### config.mk
export PLATFORM = sky130hd
export DESIGN_NAME = bcd_entry
export DESIGN_NICKNAME = d
export VERILOG_FILES = /design/src/rtl/bcd_entry_pkg.sv /design/src/rtl/bcd_entry_digit_reg.sv /design/src/rtl/bcd_entry.sv
export SDC_FILE = /design/constraint.sdc
export NUM_CORES = 1
export LEC_CHECK = 0
export CAP_MARGIN = 20
export CORE_AREA = 5 5 77 79
export CTS_CLUSTER_SIZE = 24
export DETAILED_ROUTE_END_ITERATION = 10
export DIE_AREA = 0 0 82 84
export SYNTH_ARGS = -nofsm -noshare
export SYNTH_HDL_FRONTEND = slang
export SYNTH_HIERARCHICAL = 1
export SYNTH_SLANG_ARGS = --single-unit
### constraint.sdc
create_clock -name clk -period 2.5 [get_ports clk]
set_clock_uncertainty 0.15 [all_clocks]
set_input_delay 0.5 -clock clk [delete_from_list [all_inputs] [get_ports clk]]
set_output_delay 0.5 -clock clk [all_outputs]
set_load 0.01 [all_outputs]
### src/rtl/bcd_entry_pkg.sv
// bcd_entry_pkg
//   Shared definitions for the keypad operand entry stage: key codes,
//   the controller state encoding and a small key classification helper.
//   Optional build macro used by bcd_entry: BCD_ENTRY_TIMEOUT_EN.
package bcd_entry_pkg;

    localparam logic [3:0] KEY_CLEAR = 4'hA;
    localparam logic [3:0] KEY_BKSP  = 4'hB;
    localparam logic [3:0] KEY_ENTER = 4'hC;

    typedef enum logic [1:0] {
        ST_ENTRY  = 2'd0,
        ST_LAUNCH = 2'd1,
        ST_WAIT   = 2'd2
    } state_e;

    // Codes 0..9 are decimal digits; everything above is a command or ignored.
    function automatic logic is_digit(input logic [3:0] code);
        return code <= 4'd9;
    endfunction

endpackage

### src/rtl/bcd_entry_digit_reg.sv
// bcd_digit_reg
//   Holds the packed BCD operand and its digit count. Executes one command
//   per cycle; priority is clr > load_first > shl > shr.
//   Ports:
//     clk, rst          clock, asynchronous active-low reset
//     shl               shift a digit in at the least significant end
//     shr               drop the least significant digit
//     clr               zero the operand and count
//     load_first        replace the operand with a single digit
//     digit [3:0]       digit used by shl / load_first
//     a [4*NDIG-1:0]    packed operand, digit 0 in bits [3:0]
//     ndig [2:0]        digits currently held
module bcd_digit_reg
    import bcd_entry_pkg::*;
#(
    parameter int NDIG = 5
) (
    input  logic                clk,
    input  logic                rst,
    input  logic                shl,
    input  logic                shr,
    input  logic                clr,
    input  logic                load_first,
    input  logic [3:0]          digit,
    output logic [4*NDIG-1:0]   a,
    output logic [2:0]          ndig
);

    logic [4*NDIG-1:0] a_q, a_d;
    logic [2:0]        ndig_q, ndig_d;

    always_comb begin
        a_d    = a_q;
        ndig_d = ndig_q;
        if (clr) begin
            a_d    = '0;
            ndig_d = 3'd0;
        end else if (load_first) begin
            a_d    = {{(4*NDIG-4){1'b0}}, digit};
            // A fresh zero is a leading zero: shown, but not counted.
            ndig_d = (digit == 4'd0) ? 3'd0 : 3'd1;
        end else if (shl) begin
            a_d    = {a_q[4*NDIG-5:0], digit};
            ndig_d = ndig_q + 3'd1;
        end else if (shr) begin
            a_d    = {4'h0, a_q[4*NDIG-1:4]};
            ndig_d = ndig_q - 3'd1;
        end
    end

    always_ff @(posedge clk or negedge rst) begin
        if (!rst) begin
            a_q    <= '0;
            ndig_q <= 3'd0;
        end else begin
            a_q    <= a_d;
            ndig_q <= ndig_d;
        end
    end

    assign a    = a_q;
    assign ndig = ndig_q;

endmodule

### src/rtl/bcd_entry.sv
// bcd_entry
//   Keypad operand entry: accumulates up to NDIG BCD digits (most significant
//   first), and on ENTER launches the bcd2bin converter with INIT_CYC cycles
//   of init, then holds A stable until conv_done.
//   Optional feature macro: BCD_ENTRY_TIMEOUT_EN adds a WAIT timeout of
//   TIMEOUT cycles that returns to ENTRY and sets the sticky err flag.
//   Ports:
//     clk, rst        clock, asynchronous active-low reset
//     key_valid       one-cycle strobe qualifying key_code
//     key_code [3:0]  0-9 digit, A clear, B backspace, C enter, others ignored
//     conv_done       converter done (only honoured in WAIT)
//     A               packed BCD operand to the converter
//     init            converter start, high through LAUNCH
//     ndig            digits entered
//     busy            high in LAUNCH and WAIT
//     entry_done      one-cycle pulse after conv_done is accepted
//     key_drop        one-cycle pulse when a valid key is discarded
//     err             sticky timeout flag (constant 0 without the macro)
//     dbg_state       current controller state (state_e encoding)
//   Handshake: key_valid is a strobe with no back-pressure; a key that cannot
//   be used is reported on key_drop one cycle later. init/conv_done form a
//   start/done pair: init is level-high for INIT_CYC cycles, conv_done is
//   sampled only while waiting.
module bcd_entry
    import bcd_entry_pkg::*;
#(
    parameter int NDIG     = 5,
    parameter int INIT_CYC = 2,
    parameter int TIMEOUT  = 64
) (
    input  logic                clk,
    input  logic                rst,
    input  logic                key_valid,
    input  logic [3:0]          key_code,
    input  logic                conv_done,
    output logic [4*NDIG-1:0]   A,
    output logic                init,
    output logic [2:0]          ndig,
    output logic                busy,
    output logic                entry_done,
    output logic                key_drop,
    output logic                err,
    output logic [1:0]          dbg_state
);

    localparam int         CNT_W  = (INIT_CYC > 1) ? $clog2(INIT_CYC + 1) : 1;
    localparam logic [2:0] NDIG_L = 3'(NDIG);

    state_e             state_q, state_d;
    logic [CNT_W-1:0]   init_cnt_q, init_cnt_d;
    logic               fresh_q, fresh_d;
    logic               key_drop_q, key_drop_d;
    logic               entry_done_q, entry_done_d;
    logic               shl, shr, clr, load_first;

`ifdef BCD_ENTRY_TIMEOUT_EN
    localparam int      WAIT_W = $clog2(TIMEOUT + 1);
    logic [WAIT_W-1:0]  wait_cnt_q, wait_cnt_d;
    logic               err_q, err_d;
`endif

    always_comb begin
        state_d      = state_q;
        init_cnt_d   = init_cnt_q;
        fresh_d      = fresh_q;
        key_drop_d   = 1'b0;
        entry_done_d = 1'b0;
        shl          = 1'b0;
        shr          = 1'b0;
        clr          = 1'b0;
        load_first   = 1'b0;
`ifdef BCD_ENTRY_TIMEOUT_EN
        wait_cnt_d   = wait_cnt_q;
        err_d        = err_q;
`endif
        case (state_q)
            ST_ENTRY: begin
                if (key_valid) begin
                    if (is_digit(key_code)) begin
                        if (fresh_q) begin
                            // First digit after a conversion replaces the result.
                            load_first = 1'b1;
                            fresh_d    = 1'b0;
                        end else if (ndig == 3'd0 && key_code == 4'd0) begin
                            // Leading zero: silently ignored.
                        end else if (ndig < NDIG_L) begin
                            shl = 1'b1;
                        end else begin
                            key_drop_d = 1'b1;
                        end
                    end else if (key_code == KEY_BKSP) begin
                        shr = (ndig != 3'd0);
                    end else if (key_code == KEY_CLEAR) begin
                        clr     = 1'b1;
                        fresh_d = 1'b0;
`ifdef BCD_ENTRY_TIMEOUT_EN
                        err_d   = 1'b0;
`endif
                    end else if (key_code == KEY_ENTER) begin
                        state_d    = ST_LAUNCH;
                        init_cnt_d = '0;
                    end
                end
            end
            ST_LAUNCH: begin
                key_drop_d = key_valid;
                if (init_cnt_q == CNT_W'(INIT_CYC - 1)) begin
                    state_d    = ST_WAIT;
`ifdef BCD_ENTRY_TIMEOUT_EN
                    wait_cnt_d = '0;
`endif
                end else begin
                    init_cnt_d = init_cnt_q + 1'b1;
                end
            end
            ST_WAIT: begin
                key_drop_d = key_valid;
                if (conv_done) begin
                    state_d      = ST_ENTRY;
                    entry_done_d = 1'b1;
                    fresh_d      = 1'b1;
                end
`ifdef BCD_ENTRY_TIMEOUT_EN
                else if (wait_cnt_q == WAIT_W'(TIMEOUT - 1)) begin
                    // Give up on the converter; operand is kept, fresh untouched.
                    state_d = ST_ENTRY;
                    err_d   = 1'b1;
                end else begin
                    wait_cnt_d = wait_cnt_q + 1'b1;
                end
`endif
            end
            default: state_d = ST_ENTRY;
        endcase
    end

    always_ff @(posedge clk or negedge rst) begin
        if (!rst) begin
            state_q      <= ST_ENTRY;
            init_cnt_q   <= '0;
            fresh_q      <= 1'b0;
            key_drop_q   <= 1'b0;
            entry_done_q <= 1'b0;
        end else begin
            state_q      <= state_d;
            init_cnt_q   <= init_cnt_d;
            fresh_q      <= fresh_d;
            key_drop_q   <= key_drop_d;
            entry_done_q <= entry_done_d;
        end
    end

`ifdef BCD_ENTRY_TIMEOUT_EN
    always_ff @(posedge clk or negedge rst) begin
        if (!rst) begin
            wait_cnt_q <= '0;
            err_q      <= 1'b0;
        end else begin
            wait_cnt_q <= wait_cnt_d;
            err_q      <= err_d;
        end
    end
    assign err = err_q;
`else
    assign err = 1'b0;
`endif

    bcd_digit_reg #(.NDIG(NDIG)) u_digit_reg (
        .clk        (clk),
        .rst        (rst),
        .shl        (shl),
        .shr        (shr),
        .clr        (clr),
        .load_first (load_first),
        .digit      (key_code),
        .a          (A),
        .ndig       (ndig)
    );

    // Decoded straight from the state flop so reset drops init without a clock.
    assign init       = (state_q == ST_LAUNCH);
    assign busy       = (state_q != ST_ENTRY);
    assign entry_done = entry_done_q;
    assign key_drop   = key_drop_q;
    assign dbg_state  = state_q;

endmodule

* Yosys cells after proc, flatten, opt, wreduce, memory -nomap -nowiden
Index checks and enable logic that the tools add are counted.
Word-level totals: flip-flop bits (word level) 30, bits of input ports 8, output and inout port bits 30, logic and storage cells 98
Cells by class: add/sub/neg operators 3, $lt $le $gt $ge 2, equality and inequality tests 16, muxes and demuxes 57, reduce and logical (&&, ||, !) cells 13
Operator list (number):
- 20-bit 2-to-1 mux | 4
- 1-bit 2-to-1 mux | 32
- 2-bit 2-to-1 mux | 13
- 2-bit != test (second input constant) | 7
- 7-bit AND reduction | 2
- 4-bit equality test (second input constant) | 3
- 3-bit 2-to-1 mux | 4
- 3-bit != test (second input constant) | 2
- 2-bit one-hot mux with 3 select lines | 1
- 2-bit nonzero test | 3
- 5-bit AND reduction | 1
- 2-bit by 1-bit equality test with 1-bit output (second input constant) | 2
- 4-bit <= comparator (second input constant) | 1
- 4-bit logical NOT | 1
- 1-bit one-hot mux with 2 select lines | 2
- 2-bit one-hot mux with 2 select lines | 1
- 4-bit nonzero test | 1
- 3-bit by 1-bit adder with 3-bit output (second input constant) | 1
- 3-bit logical NOT | 1
- 3-bit < comparator (second input constant) | 1
- 3-bit nonzero test | 1
- 3-bit by 1-bit subtractor with 3-bit output (second input constant) | 1
- 2-bit by 1-bit adder with 2-bit output (second input constant) | 1
- 2-bit equality test (second input constant) | 1
- other kinds (4) | 4

* Logic depth before layout (Yosys ltp)
depth in word-level cells 10, gate-level depth with buffers 10, mapped depth without buffers 8

* Hierarchy
The synthesis kept the hierarchy.
Modules (own cells, without submodules):
- bcd_digit_reg | instances 1, cells an instance 110, area an instance 1184.9 um2, sequential area each 575.6 um2
- bcd_entry | instances 1, cells an instance 62, area an instance 561.8 um2, sequential area each 175.2 um2

* Worst setup path after synthesis
OpenSTA, ideal clock, no wires.
path type input port to flip-flop, start point input key_code[1], end point register u_digit_reg.ndig_q[0] (netlist: u_digit_reg/ndig[0]), setup time 74 ps, data arrival time 2110 ps, data required time 2276 ps, setup slack 166 ps, cell stages on the path 8, path buffers 2, cells stage by stage or4_1 -> nor4_1 -> nor3_1 -> buf_6 -> nor4_4 -> buf_6 -> nand2_1 -> o21ai_2
On the way: longest elaborated chain between the ends 10, elaborated cells between the ends (all ways) 27, those cells by class order compare (1); eq/ne (2); mux (21); reduce/logical (3)
RTL lines:
- start, declared | line bcd_entry.sv:34 | input logic [3:0] key_code,
- 4-bit logical NOT | line bcd_entry.sv:84 | end else if (ndig == 3'd0 && key_code == 4'd0) begin
- 1-bit logical AND | line bcd_entry.sv:84
- 1-bit 2-to-1 mux | line bcd_entry.sv:84
- 1-bit 2-to-1 mux | line bcd_entry.sv:80 | if (fresh_q) begin
- 1-bit 2-to-1 mux (*) | line bcd_entry.sv:79 | if (is_digit(key_code)) begin
- 1-bit 2-to-1 mux (*) | line bcd_entry.sv:78 | if (key_valid) begin
- 1-bit 2-to-1 mux (*) | line bcd_entry.sv:76 | case (state_q)
- net shl | line bcd_entry.sv:54 | logic shl, shr, clr, load_first;
- 3-bit 2-to-1 mux | line bcd_entry_digit_reg.sv:42 | end else if (shl) begin
- 3-bit 2-to-1 mux | line bcd_entry_digit_reg.sv:38 | end else if (load_first) begin
- 3-bit 2-to-1 mux | line bcd_entry_digit_reg.sv:35 | if (clr) begin
- end signal, assigned | line bcd_entry_digit_reg.sv:57 | ndig_q <= ndig_d;
- end, declared | line bcd_entry_digit_reg.sv:30 | logic [2:0] ndig_q, ndig_d;
Mark *: on every way through the listed nets, which the timed path passes. The rest lies on a longest branch. A chain may end at the register's enable or synchronous reset.

* Final worst setup path
start point register state_q[1] (netlist: dbg_state[1]), end point output busy
On the way: longest elaborated chain between the ends 1
RTL lines:
- start, declared | line bcd_entry.sv:49 | state_e state_q, state_d;
- start signal, assigned | line bcd_entry.sv:145 | state_q <= state_d;
- 2-bit nonzero test | line bcd_entry.sv:182 | assign busy = (state_q != ST_ENTRY);
- end, declared | line bcd_entry.sv:39 | output logic busy,
Every way passes these cells.

==> impl_metrics.tcl <==
set metrics [dict create \
    status "completed" \
    crit_chain "inv_1 > ha_1 > buf_4 > inv_1 > clkdlybuf4s50_1" \
    cts_buffers 5 \
    hp-start "u_digit_reg/a[10]$_DFFE_PN0P_" \
    holdPathStages 2 \
    drive_above_1_share_pct 25.7 \
    gp_congestion 0.815 \
    grt_pass1_wl_um 7360 \
    clock_latency_ns 0.28 \
    rsz0062_at_grt "false" \
    avgSynthCellArea_sq_um 10.2 \
    postCtsSetupBuffers 0 \
    yosysSeqAreaShare_pct 43.0 \
    wl_per_cell_um 14.6 \
    cts_root_buf "clkbuf_8" \
    ant_nets 0 \
    cpMostUsedCell "inv_1" \
    synth_top_area_share_pct 43.0 \
    cts.clk_slew.worst_paths_ns 0.06 \
    dr_total_vias 1526 \
    fin_crit_sh_pct 95.8 \
    grt_max_degree 31 \
    clock_path_buffers 2 \
    area_growth_pct 43.6 \
    ys_warn_count 6 \
    power_density_mw_per_mm2 946 \
    timing.fmax_ghz 0.417 \
    dieWidth_um 82 \
    dr.pass1.iters 4 \
    io_buffer_count 36 \
    power.switching_uw 852 \
    core_area_sq_mm 0.00527 \
    final_cell_area_sq_mm 0.00251 \
    synth_nets 186 \
    synth_area_leader_cell "dfrtp_1" \
    synthCells 172 \
    synthFlopType "dfrtp_1" \
    p_seq_share_pct 32.5 \
    cts_max_level 2 \
    grt_pass1_vias 1577 \
    hold_end "u_digit_reg/a[10]$_DFFE_PN0P_" \
    num_io_pins 38 \
    hold_class "flip-flop to flip-flop" \
    p_leak_nw 1.06 \
    cts_hold_buf 0 \
    tns_ns 0 \
    clkPwrFrac_pct 20.9 \
    grt_most_used_layer "met2" \
    cts_sinks 30 \
    path_class "flip-flop to primary output" \
    synthArstFlopShare_pct 100 \
    cp-start-kind "flip-flop" \
    dp.cells 295 \
    crit_arrival_ns 1.75 \
    die-area_sq_mm 0.00689 \
    dpl_worst_slack_ns -0.368 \
    finalSetupViolations 0 \
    finalCriticalPeriod_ns 2.40 \
    path_delay_family "buffers and inverters" \
    grtUsageMet3_pct 3.24 \
    synth_top_cells_by_count "30 x dfrtp_1, 19 x nand2_1, 18 x mux2i_1" \
    yosys-top-cells-area "dfrtp_1 43%, mux2i_1 10%, o21ai_2 5.0%" \
    p_comb_share_pct 46.6 \
    hold_viol 0 \
    cp-end-kind "primary output" \
    utilization_pct 47.6 \
    track_usage_pct 13.6 \
    max_stage_delay_ns 0.54 \
    antennaDiodeCount 0 \
    viasPerCell 5.05 \
    antenna_found_initial 0 \
    intPower_mw 1.52 \
    grt_use_met1_pct 18.1 \
    fillers 538 \
    synth-seq-cells 30 \
    whs_ns 0.385 \
    yosysMostFrequentCell "dfrtp_1" \
    r2r_slack_ns 0.33 \
    p_sw_share_pct 35.9 \
    peakVddDrop_mv 0.387 \
    yosysUniqueCellTypes 43 \
    gr-usage-met2_pct 21.6 \
    reg2reg_to "u_digit_reg/ndig[2]$_DFFE_PN0P_" \
    rows 27 \
    final.setup.worst_slack_ns 0.105 \
    final_nets 244 \
    required_ns 1.85 \
    path_max_fanout 11 \
    initial_utilization_pct 33.1 \
    drtIter0Drc 74 \
    slowest_stage "clkdlybuf4s50_1" \
    hpwl_um 3220 \
    synth-edff-count 0 \
    maxCapViolCount 0 \
    cts_tree "done" \
    r2r_cells 7 \
    instances_no_fill 302 \
    timing.rr.start "dbg_state[1]$_DFFE_PN0P_" \
    syn_area_sq_mm 0.00175 \
    cp_num_buf_inv 4 \
    drc 0 \
    maxSlewViolCount 0 \
    power_mw 2.37 \
    die_h_um 84 \
    placed_area_sq_mm 0.00232 \
    grt_overflow_total 0 \
    routed_wl_um 4410 \
]
## sequential cells by signal, summed over array words and instances (netlist names)
register          flops
fresh_q               1
init_cnt_q            2
entry_done            1
u_digit_reg/a        20
u_digit_reg/ndig      3
key_drop              1
dbg_state             2
## kinds of logic after synthesis
logic type,count (synthesis),share of synthesized area (%)
simple gates,59,18.6
compound gates,40,17.5
flops,30,43.0
buf+inv,18,5.66
mux,18,10.3
fa+ha+maj,6,4.73
other cells,1,0.215
## tightest hold or removal path: stages, from the launching register on
cell	delay [ns]
dfrtp_1	0.38
nand2_1	0.08
o21ai_2	0.05
## final cells by class
cell class                      count  area [sq um]  area share [%]
Clock buffer                        6          82.6            3.29
Sequential cell                    30           752            30.0
Multi-Input combinational cell    124           961            38.3
Timing Repair Buffer               61           562            22.4
Clock inverter                      1          30.0            1.20
Tap cell                           72          90.1            3.59
Inverter                            8          30.0            1.20
## power by group through the flow
| stage | logic (mW) | clock network [mW] | registers, mW |
|---|---|---|---|
| final | 1.11 | 0.495 | 0.771 |
| after global routing | 1.22 | 0.531 | 0.800 |
| after CTS | 1.08 | 0.507 | 0.765 |
| after detailed placement | 1.08 | 0 | 0.768 |
| after global placement | 1.06 | 0 | 0.769 |
| after floorplan | 0.539 | 0 | 0.799 |
## worst max path at each step
stage / from / end / cells past startpoint
global placement: key_code[1] / u_digit_reg/ndig[2]$_DFFE_PN0P_ / 7
global route: dbg_state[1]$_DFFE_PN0P_ / busy / 5
finish: dbg_state[1]$_DFFE_PN0P_ / busy / 5
detailed placement: key_code[1] / u_digit_reg/a[18]$_DFFE_PN0P_ / 9
floorplan: key_code[1] / u_digit_reg/ndig[0]$_DFFE_PN0P_ / 8
CTS: key_code[1] / u_digit_reg/ndig[2]$_DFFE_PN0P_ / 7
## layout by cell type, fill, tap and decap left out, types with 3 or more instances in the layout
cell type / Yosys / routed
nor2b_1: 4 / 4
a21oi_1: 5 / 5
nor2_1: 9 / 8
nor3b_1: 5 / 4
buf_4: 1 / 24
nand2_1: 19 / 19
o21ai_0: 3 / 3
ha_1: 5 / 5
o21ai_2: 10 / 11
dlymetal6s2s_1: 0 / 4
dfrtp_1: 30 / 29
clkbuf_8: 0 / 6
nand4_1: 3 / 3
inv_1: 8 / 8
clkdlybuf4s50_1: 0 / 32
mux2i_1: 18 / 18
## layer usage
| metal | vias up | routed length, um |
|---|---|---|
| met5 | - | 0 |
| met4 | 0 | 56 |
| met3 | 6 | 185 |
| met2 | 34 | 2090 |
| met1 | 745 | 2080 |
| li1 | 741 | - |
## timing repair
action                                  CTS  global route
resized for setup                         1            17
endpoints found under the setup margin    6            20
pin swaps                                 1             5
(Power assumes the default switching activity.)
